$ cat src/rtl/eth_pkg.sv
// Shared types and constants for the Ethernet RX decapsulator.
//   fifo_word_t : 74-bit FIFO word {user, last, keep[7:0], data[63:0]}
//   state_t     : decapsulator FSM states
//   sel_t       : realigner output-word source select
//   wire_mac / wire_etype : reorder header octets so the first octet on the
//                           wire becomes the most significant byte.
package eth_pkg;

  // Byte index inside beat1 where the payload starts, and where the
  // EtherType sits.
  localparam int PAYLOAD_OFS = 6;
  localparam int ETYPE_OFS   = 4;

  typedef struct packed {
    logic        user;
    logic        last;
    logic [7:0]  keep;
    logic [63:0] data;
  } fifo_word_t;

  typedef enum logic [2:0] {
    ST_IDLE    = 3'd0,
    ST_HDR1    = 3'd1,
    ST_PAYLOAD = 3'd2,
    ST_FLUSH   = 3'd3,
    ST_DROP    = 3'd4,
    ST_TERM    = 3'd5
  } state_t;

  typedef enum logic [1:0] {
    SEL_SHIFT = 2'd0,  // {beat bytes 0-5, holdover bytes}
    SEL_FLUSH = 2'd1,  // holdover bytes only, after the final beat
    SEL_TAIL  = 2'd2   // beat1 bytes 6-7 only, frame ended on beat1
  } sel_t;

  // Terminator written after an overflow: an empty, errored last word.
  localparam fifo_word_t TERM_WORD = '{user: 1'b1, last: 1'b1, keep: 8'h00, data: 64'h0};

  function automatic logic [47:0] wire_mac(input logic [63:0] d);
    return {d[7:0], d[15:8], d[23:16], d[31:24], d[39:32], d[47:40]};
  endfunction

  function automatic logic [15:0] wire_etype(input logic [63:0] d);
    return {d[ETYPE_OFS*8 +: 8], d[ETYPE_OFS*8+8 +: 8]};
  endfunction

endpackage

$ cat src/rtl/eth_realign.sv
// Payload realigner: strips the 14-byte header by shifting each payload
// beat down by 6 bytes, carrying the top 2 bytes of the previous beat.
//   clk156, sys_rst_n : clock, async active-low reset
//   tdata/tkeep/tuser : current input beat
//   load              : capture beat bytes 6-7 (+keep, +error) into holdover
//   sel               : source of the output word (see sel_t)
//   last              : the word being built closes the frame
//   word              : combinational FIFO word, registered by the top
module eth_realign
  import eth_pkg::*;
(
  input  logic        clk156,
  input  logic        sys_rst_n,
  input  logic [63:0] tdata,
  input  logic [7:0]  tkeep,
  input  logic        tuser,
  input  logic        load,
  input  sel_t        sel,
  input  logic        last,
  output fifo_word_t  word
);

  logic [15:0] hold_q, hold_d;
  logic [1:0]  hold_keep_q, hold_keep_d;
  logic        hold_user_q, hold_user_d;

  always_comb begin
    hold_d      = hold_q;
    hold_keep_d = hold_keep_q;
    hold_user_d = hold_user_q;
    if (load) begin
      hold_d      = tdata[PAYLOAD_OFS*8 +: 16];
      hold_keep_d = tkeep[PAYLOAD_OFS +: 2];
      // The error flag is only meaningful from a tlast beat, which is the
      // only load that is ever followed by a flush.
      hold_user_d = ~tuser;
    end
  end

  always_ff @(posedge clk156 or negedge sys_rst_n) begin
    if (!sys_rst_n) begin
      hold_q      <= '0;
      hold_keep_q <= '0;
      hold_user_q <= 1'b0;
    end else begin
      hold_q      <= hold_d;
      hold_keep_q <= hold_keep_d;
      hold_user_q <= hold_user_d;
    end
  end

  always_comb begin
    word      = '0;
    word.last = last;
    case (sel)
      SEL_SHIFT: begin
        word.data = {tdata[PAYLOAD_OFS*8-1:0], hold_q};
        // tkeep is contiguous, so a partial final beat keeps 2+c bytes.
        word.keep = last ? {tkeep[PAYLOAD_OFS-1:0], 2'b11} : 8'hFF;
        word.user = last & ~tuser;
      end
      SEL_FLUSH: begin
        word.data = {48'h0, hold_q};
        word.keep = {6'h0, hold_keep_q};
        word.user = last & hold_user_q;
      end
      SEL_TAIL: begin
        word.data = {48'h0, tdata[PAYLOAD_OFS*8 +: 16]};
        word.keep = {6'h0, tkeep[PAYLOAD_OFS +: 2]};
        word.user = last & ~tuser;
      end
      default: word = '0;
    endcase
  end

endmodule

$ cat src/rtl/eth_rxdecap.sv
// Ethernet RX decapsulator: filters frames on destination MAC / EtherType,
// strips the 14-byte header and writes realigned payload words to a FIFO.
//   clk156, sys_rst_n  : clock, async active-low reset
//   s_axis_rx_*        : MAC RX stream (no tready; every valid beat is taken)
//   wr_en, din, full   : FIFO write port
//   cnt_ok/filt/ovf    : forwarded / filtered-or-runt / overflow-dropped frames
//   dbg_state          : current FSM state
// Handshake: input beats are consumed whenever s_axis_rx_tvalid is high. On
// the FIFO side a word is written when wr_en is high at a clock edge;
// wr_en = registered valid AND !full. A data word met by full is lost and
// the frame is aborted; the terminator word instead waits for full to drop.
module eth_rxdecap
  import eth_pkg::*;
#(
  parameter logic [47:0] MY_MAC  = 48'h00_11_22_33_44_55,
  parameter logic [15:0] ETHTYPE = 16'h88B5
) (
  input  logic        clk156,
  input  logic        sys_rst_n,
  input  logic [63:0] s_axis_rx_tdata,
  input  logic [7:0]  s_axis_rx_tkeep,
  input  logic        s_axis_rx_tvalid,
  input  logic        s_axis_rx_tlast,
  input  logic        s_axis_rx_tuser,
  output logic        wr_en,
  output logic [73:0] din,
  input  logic        full,
  output logic [31:0] cnt_ok,
  output logic [31:0] cnt_filt,
  output logic [31:0] cnt_ovf,
  output logic [2:0]  dbg_state
);

  state_t     state_q, state_d, rest_st;
  logic       dst_ok_q, dst_ok_d;
  logic       valid_q, valid_d;
  fifo_word_t word_q, word_d, rl_word;
  logic       term_pend_q, term_pend_d;
  logic [31:0] cnt_ok_q, cnt_ok_d, cnt_filt_q, cnt_filt_d, cnt_ovf_q, cnt_ovf_d;

  logic beat, is_term, ovf, term_wr, pend, mac_hit, accept;
  logic emit, load, rl_last, inc_filt, drop_new;
  sel_t sel;

  eth_realign u_realign (
    .clk156   (clk156),
    .sys_rst_n(sys_rst_n),
    .tdata    (s_axis_rx_tdata),
    .tkeep    (s_axis_rx_tkeep),
    .tuser    (s_axis_rx_tuser),
    .load     (load),
    .sel      (sel),
    .last     (rl_last),
    .word     (rl_word)
  );

  always_comb begin
    beat    = s_axis_rx_tvalid;
    // A real last word always carries at least one byte, so keep=0 marks
    // the terminator unambiguously.
    is_term = word_q.last && (word_q.keep == 8'h00);
    ovf     = valid_q && full && !is_term;
    term_wr = valid_q && !full && is_term;
    pend        = term_pend_q || ovf;
    term_pend_d = pend && !term_wr;
    rest_st     = term_pend_d ? ST_TERM : ST_IDLE;
    mac_hit = (wire_mac(s_axis_rx_tdata) == MY_MAC) ||
              (wire_mac(s_axis_rx_tdata) == 48'hFFFF_FFFF_FFFF);
    accept  = dst_ok_q && (wire_etype(s_axis_rx_tdata) == ETHTYPE);

    state_d  = state_q;
    dst_ok_d = dst_ok_q;
    emit     = 1'b0;
    load     = 1'b0;
    sel      = SEL_SHIFT;
    rl_last  = 1'b0;
    inc_filt = 1'b0;
    drop_new = 1'b0;

    case (state_q)
      // States that can see a beat0; FLUSH also closes the previous frame.
      ST_IDLE, ST_TERM, ST_FLUSH: begin
        if (state_q == ST_FLUSH && !ovf) begin
          emit    = 1'b1;
          sel     = SEL_FLUSH;
          rl_last = 1'b1;
        end
        state_d = rest_st;
        if (beat) begin
          if (pend) begin
            drop_new = 1'b1;
            if (!s_axis_rx_tlast) state_d = ST_DROP;
          end else if (s_axis_rx_tlast) begin
            inc_filt = 1'b1;
          end else begin
            state_d  = ST_HDR1;
            dst_ok_d = mac_hit;
          end
        end
      end
      ST_HDR1: begin
        if (ovf) begin
          state_d = (beat && s_axis_rx_tlast) ? rest_st : ST_DROP;
        end else if (beat) begin
          if (s_axis_rx_tlast) begin
            state_d = rest_st;
            // Only 7 or 8 valid bytes leave any payload behind the header.
            if (accept && s_axis_rx_tkeep[PAYLOAD_OFS]) begin
              emit    = 1'b1;
              sel     = SEL_TAIL;
              rl_last = 1'b1;
            end else begin
              inc_filt = 1'b1;
            end
          end else if (accept) begin
            load    = 1'b1;
            state_d = ST_PAYLOAD;
          end else begin
            inc_filt = 1'b1;
            state_d  = ST_DROP;
          end
        end
      end
      ST_PAYLOAD: begin
        if (ovf) begin
          state_d = (beat && s_axis_rx_tlast) ? rest_st : ST_DROP;
        end else if (beat) begin
          emit = 1'b1;
          load = 1'b1;
          if (s_axis_rx_tlast) begin
            // Bytes 6-7 of a long final beat spill into one more word.
            if (s_axis_rx_tkeep[PAYLOAD_OFS]) begin
              state_d = ST_FLUSH;
            end else begin
              rl_last = 1'b1;
              state_d = rest_st;
            end
          end
        end
      end
      ST_DROP: begin
        if (beat && s_axis_rx_tlast) state_d = rest_st;
      end
      default: state_d = ST_IDLE;
    endcase
  end

  always_comb begin
    valid_d = 1'b0;
    word_d  = word_q;
    if (ovf) begin
      valid_d = 1'b1;
      word_d  = TERM_WORD;
    end else if (valid_q && is_term && full) begin
      valid_d = 1'b1;
    end else if (emit) begin
      valid_d = 1'b1;
      word_d  = rl_word;
    end
  end

  always_comb begin
    wr_en      = valid_q && !full;
    cnt_ok_d   = cnt_ok_q + 32'(wr_en && word_q.last && !word_q.user);
    cnt_filt_d = cnt_filt_q + 32'(inc_filt);
    cnt_ovf_d  = cnt_ovf_q + 32'(ovf) + 32'(drop_new);
  end

  always_ff @(posedge clk156 or negedge sys_rst_n) begin
    if (!sys_rst_n) begin
      state_q     <= ST_IDLE;
      dst_ok_q    <= 1'b0;
      valid_q     <= 1'b0;
      word_q      <= '0;
      term_pend_q <= 1'b0;
      cnt_ok_q    <= '0;
      cnt_filt_q  <= '0;
      cnt_ovf_q   <= '0;
    end else begin
      state_q     <= state_d;
      dst_ok_q    <= dst_ok_d;
      valid_q     <= valid_d;
      word_q      <= word_d;
      term_pend_q <= term_pend_d;
      cnt_ok_q    <= cnt_ok_d;
      cnt_filt_q  <= cnt_filt_d;
      cnt_ovf_q   <= cnt_ovf_d;
    end
  end

  assign din       = word_q;
  assign cnt_ok    = cnt_ok_q;
  assign cnt_filt  = cnt_filt_q;
  assign cnt_ovf   = cnt_ovf_q;
  assign dbg_state = state_q;

endmodule
$ cat config.mk
export PLATFORM = sky130hd
export DESIGN_NAME = eth_rxdecap
export DESIGN_NICKNAME = d
export VERILOG_FILES = /design/src/rtl/eth_pkg.sv /design/src/rtl/eth_realign.sv /design/src/rtl/eth_rxdecap.sv
export SDC_FILE = /design/constraint.sdc
export NUM_CORES = 1
export LEC_CHECK = 0
export CORE_AREA = 3 3 139 141
export DETAILED_ROUTE_END_ITERATION = 8
export DIE_AREA = 0 0 142 144
export PLACE_DENSITY = 0.8
export SLEW_MARGIN = 20
export SYNTH_ARGS = -nofsm -noshare
export SYNTH_HDL_FRONTEND = slang
export SYNTH_SLANG_ARGS = --single-unit
$ cat constraint.sdc
create_clock -name clk156 -period 3.9 [get_ports clk156]
set_input_delay 0.39 -clock clk156 [delete_from_list [all_inputs] [get_ports clk156]]
set_output_delay 0.39 -clock clk156 [all_outputs]
set_load 0.05 [all_outputs]
==> flow_metrics.tcl <==
set metrics [dict create \
    outcome "complete, no violations" \
    netlist_instances 739 \
    n_antenna_cell 0 \
    timing.final.crit_share 0.916 \
    synth-xor-area-share 0.0922 \
    crit_required_ns 4.22 \
    rr_worst_depth 13 \
    area_growth_pct 39.3 \
    yosys.area_share.simple 0.155 \
    synth_top_family_by_area "simple AND/OR/NAND/NOR gates" \
    place_congestion 0.883 \
    rrSetupSlack_ns 0.33 \
    setup_violations 0 \
    rsz0062_at_grt "false" \
    power_density_nw_per_um2 363 \
    synth-edff-count 0 \
    avgSynthCellArea_sq_um 11.7 \
    cap_violations 0 \
    hold_viol 0 \
    crit_path_end_kind "flop" \
    fin_util 0.666 \
    crit_arrival_ns 3.89 \
    fillers 1417 \
    timing.rr.end "cnt_filt[31]" \
    finalMaxSlewViolations 0 \
    cts-buffers-inserted 17 \
    cts.sinks 195 \
    holdBufCountCts 0 \
    die_y_um 144 \
    drc 0 \
    dieArea_sq_um 20400 \
    cp_max_fo 5 \
    viasPerCell 5.57 \
    final-seq-area_sq_um 4880 \
    synth_fa_ha_area_frac 0.0107 \
    postRouteAntennaNets 0 \
    fin_nets 1080 \
    startpoint "din[67]" \
    tns_ns 0 \
    portBuffers 251 \
    setup.worst_path.end "cnt_filt[31]" \
    synth_top_flop_cell "dfrtp_1" \
    dr.pass1.iters 5 \
    synth_area_sq_um 8650 \
    wirelength_mm 22.5 \
    final_cells 1238 \
    final_area_sq_um 12100 \
    grt_start_max_net_pins 107 \
    relSlewSlack 0.438 \
    antenna_found_initial 0 \
    finalPower_mw 4.38 \
    multi_input_area_sq_um 3620 \
    clk-insertion-delay-late_ns 0.43 \
    cts_tree "done" \
    row_count 49 \
    yosysWarnings 0 \
    die_x_um 142 \
    layout-drive-gt1-share 0.0803 \
    worst-setup-path-type "flop to flop" \
    path_clk_slew_ns 0.08 \
    drt_iter0_drc 522 \
    worstMarginPinSlew_ns 0.843 \
    grt_pass1_vias 6957 \
    clockBufferDepth 2 \
    synthMuxAreaShare 0.0608 \
    synth_nets 823 \
    cts_root_buf "clkbuf_16" \
    async_reset_ff_frac 1.00 \
    p_leak_nw 5.37 \
    ys_seq_area_frac 0.564 \
    start_kind "flop" \
    core-area_sq_um 18100 \
    worstHoldPathType "input port to asynchronous set/reset pin" \
    yosysUniqueCellTypes 56 \
    wire_per_inst_um 18.2 \
    synth-compound-area-share 0.0975 \
    io_pins 252 \
    ir_drop_v 0.000302 \
    gr-total-overflow 0 \
    grt_pass1_wl_mm 36.9 \
    initial_core_util 0.478 \
    fmaxAchievable_ghz 0.280 \
    ys_ff_latch 195 \
    grtUsageTotal 0.225 \
    htree_levels 4 \
    vias 6896 \
    place_inst 1206 \
    dpl.hpwl_mm 16.4 \
    place_area_sq_um 11500 \
    final.setup_skew_ns 0.0150 \
    period_needed_ns 3.57 \
    r2r_start "din[67]" \
]
[cells by family (layout without fill, tap and decap cells)]
logic type	count (synthesis)	after routing
DFF	195	195
muxes	50	50
xor gates and xnor gates	91	91
and+or+nand+nor	254	254
buffers and inverters	40	310
AOI/OAI and AO/OA	102	102
adders and majority gates	7	7
[critical path, stage by stage (launching register included)]
cell     delay, ns
dfrtp_1       0.41
or4_4         0.58
o31ai_4       0.26
inv_2         0.07
nor2_1        0.19
o21ai_0       0.13
a31oi_1       0.20
ha_1          0.22
nand3_1       0.18
or3_1         0.43
nor4_2        0.35
buf_4         0.19
nand4_1       0.10
xnor2_1       0.14
[cells in the mapped netlist, drive strengths merged (3+ instances only)]
cell	n	area (sq um)
dfrtp	195	4880
nand2	60	225
xnor2	58	508
a22o	49	429
nand3	40	200
nor2	35	131
xor2	33	289
nand4	32	200
mux2i	30	300
clkbuf	21	78.8
mux2	20	225
and3	18	113
nor3	15	75.1
nor4	14	87.6
inv	12	45.0
o2bb2ai	11	96.3
a31oi	10	62.6
and4	8	70.1
buf	7	48.8
a21oi	6	30.0
nand2b	6	37.5
a211oi	5	37.5
ha	5	62.6
and2	4	25.0
nor3b	4	30.0
a2111oi	3	26.3
a311oi	3	26.3
nor2b	3	18.8
o21ai	3	15.0
or3	3	18.8
[state kept, by name, indices dropped and copies added, names as in the netlist]
signal	cells
u_realign.hold_user_q	1
dbg_state	3
u_realign.hold_keep_q	2
cnt_ok	32
din	74
cnt_ovf	32
u_realign.hold_q	16
term_pend_q	1
cnt_filt	32
valid_q	1
dst_ok_q	1
[metal layers]
layer	vias to the layer above	global-route usage	share of wire
li1	3209	-	-
met1	3416	0.304	0.43
met2	240	0.364	0.49
met3	31	0.0522	0.059
met4	0	0.0687	0.020
met5	-	0	0
[where the power goes]
| group | total, mW | internal (mW) | switching (mW) | leakage, nW |
|---|---|---|---|---|
| clock network | 1.69 | 0.874 | 0.813 | 0.274 |
| registers | 2.11 | 2.06 | 0.0422 | 2.68 |
| logic | 0.587 | 0.220 | 0.367 | 2.41 |
| total | 4.38 | 3.16 | 1.22 | 5.37 |
[layout make-up]
cell class                 instances  share of cell area
tap                              229              0.0238
sequential                       195               0.405
clock inverter                    13              0.0101
multi-input combinational        504               0.301
clock buffer                      19              0.0376
inverter                          12             0.00374
timing repair buffer             266               0.219
[per-stage QoR]
stage	setup WS, ns	hold WS (ns)
after CTS	0.324	0.0810
after global routing	0.00688	0.0795
after detailed placement	0.270	0.463
after global placement	0.344	0.457
final	0.328	0.0326
after floorplan	0.0277	0.0944
[worst min-delay path by stage]
stage / startpoint / end
2_1_floorplan: sys_rst_n / cnt_filt[0]
3_3_place_gp: cnt_ok[31] / cnt_ok[31]
3_5_place_dp: cnt_ok[31] / cnt_ok[31]
4_1_cts: sys_rst_n / cnt_ok[14]
5_1_grt: sys_rst_n / cnt_ok[14]
6_report: sys_rst_n / cnt_ok[13]
[placed cells by master, fill, tap and decap left out, drive strengths merged, types with 5 or more instances in the layout]
cell type,Yosys,layout
a211oi,5,5
a21oi,6,6
a22o,49,49
a31oi,10,10
and3,18,18
and4,8,8
buf,7,15
clkbuf,21,20
clkdlybuf4s50,0,250
clkinv,0,6
dfrtp,195,195
ha,5,5
inv,12,16
mux2,20,20
mux2i,30,30
nand2,60,60
nand2b,6,6
nand3,40,40
nand4,32,32
nor2,35,35
nor3,15,15
nor4,14,14
o2bb2ai,11,11
xnor2,58,58
xor2,33,33
[what timing repair did]
action / 4_1_cts / 5_1_grt
setup endpoints to repair: 0 / 1
endpoints found under the hold margin: 0 / 0
setup buffers: 0 / 0
resized for setup: 0 / 1
(Power assumes the default switching activity.)
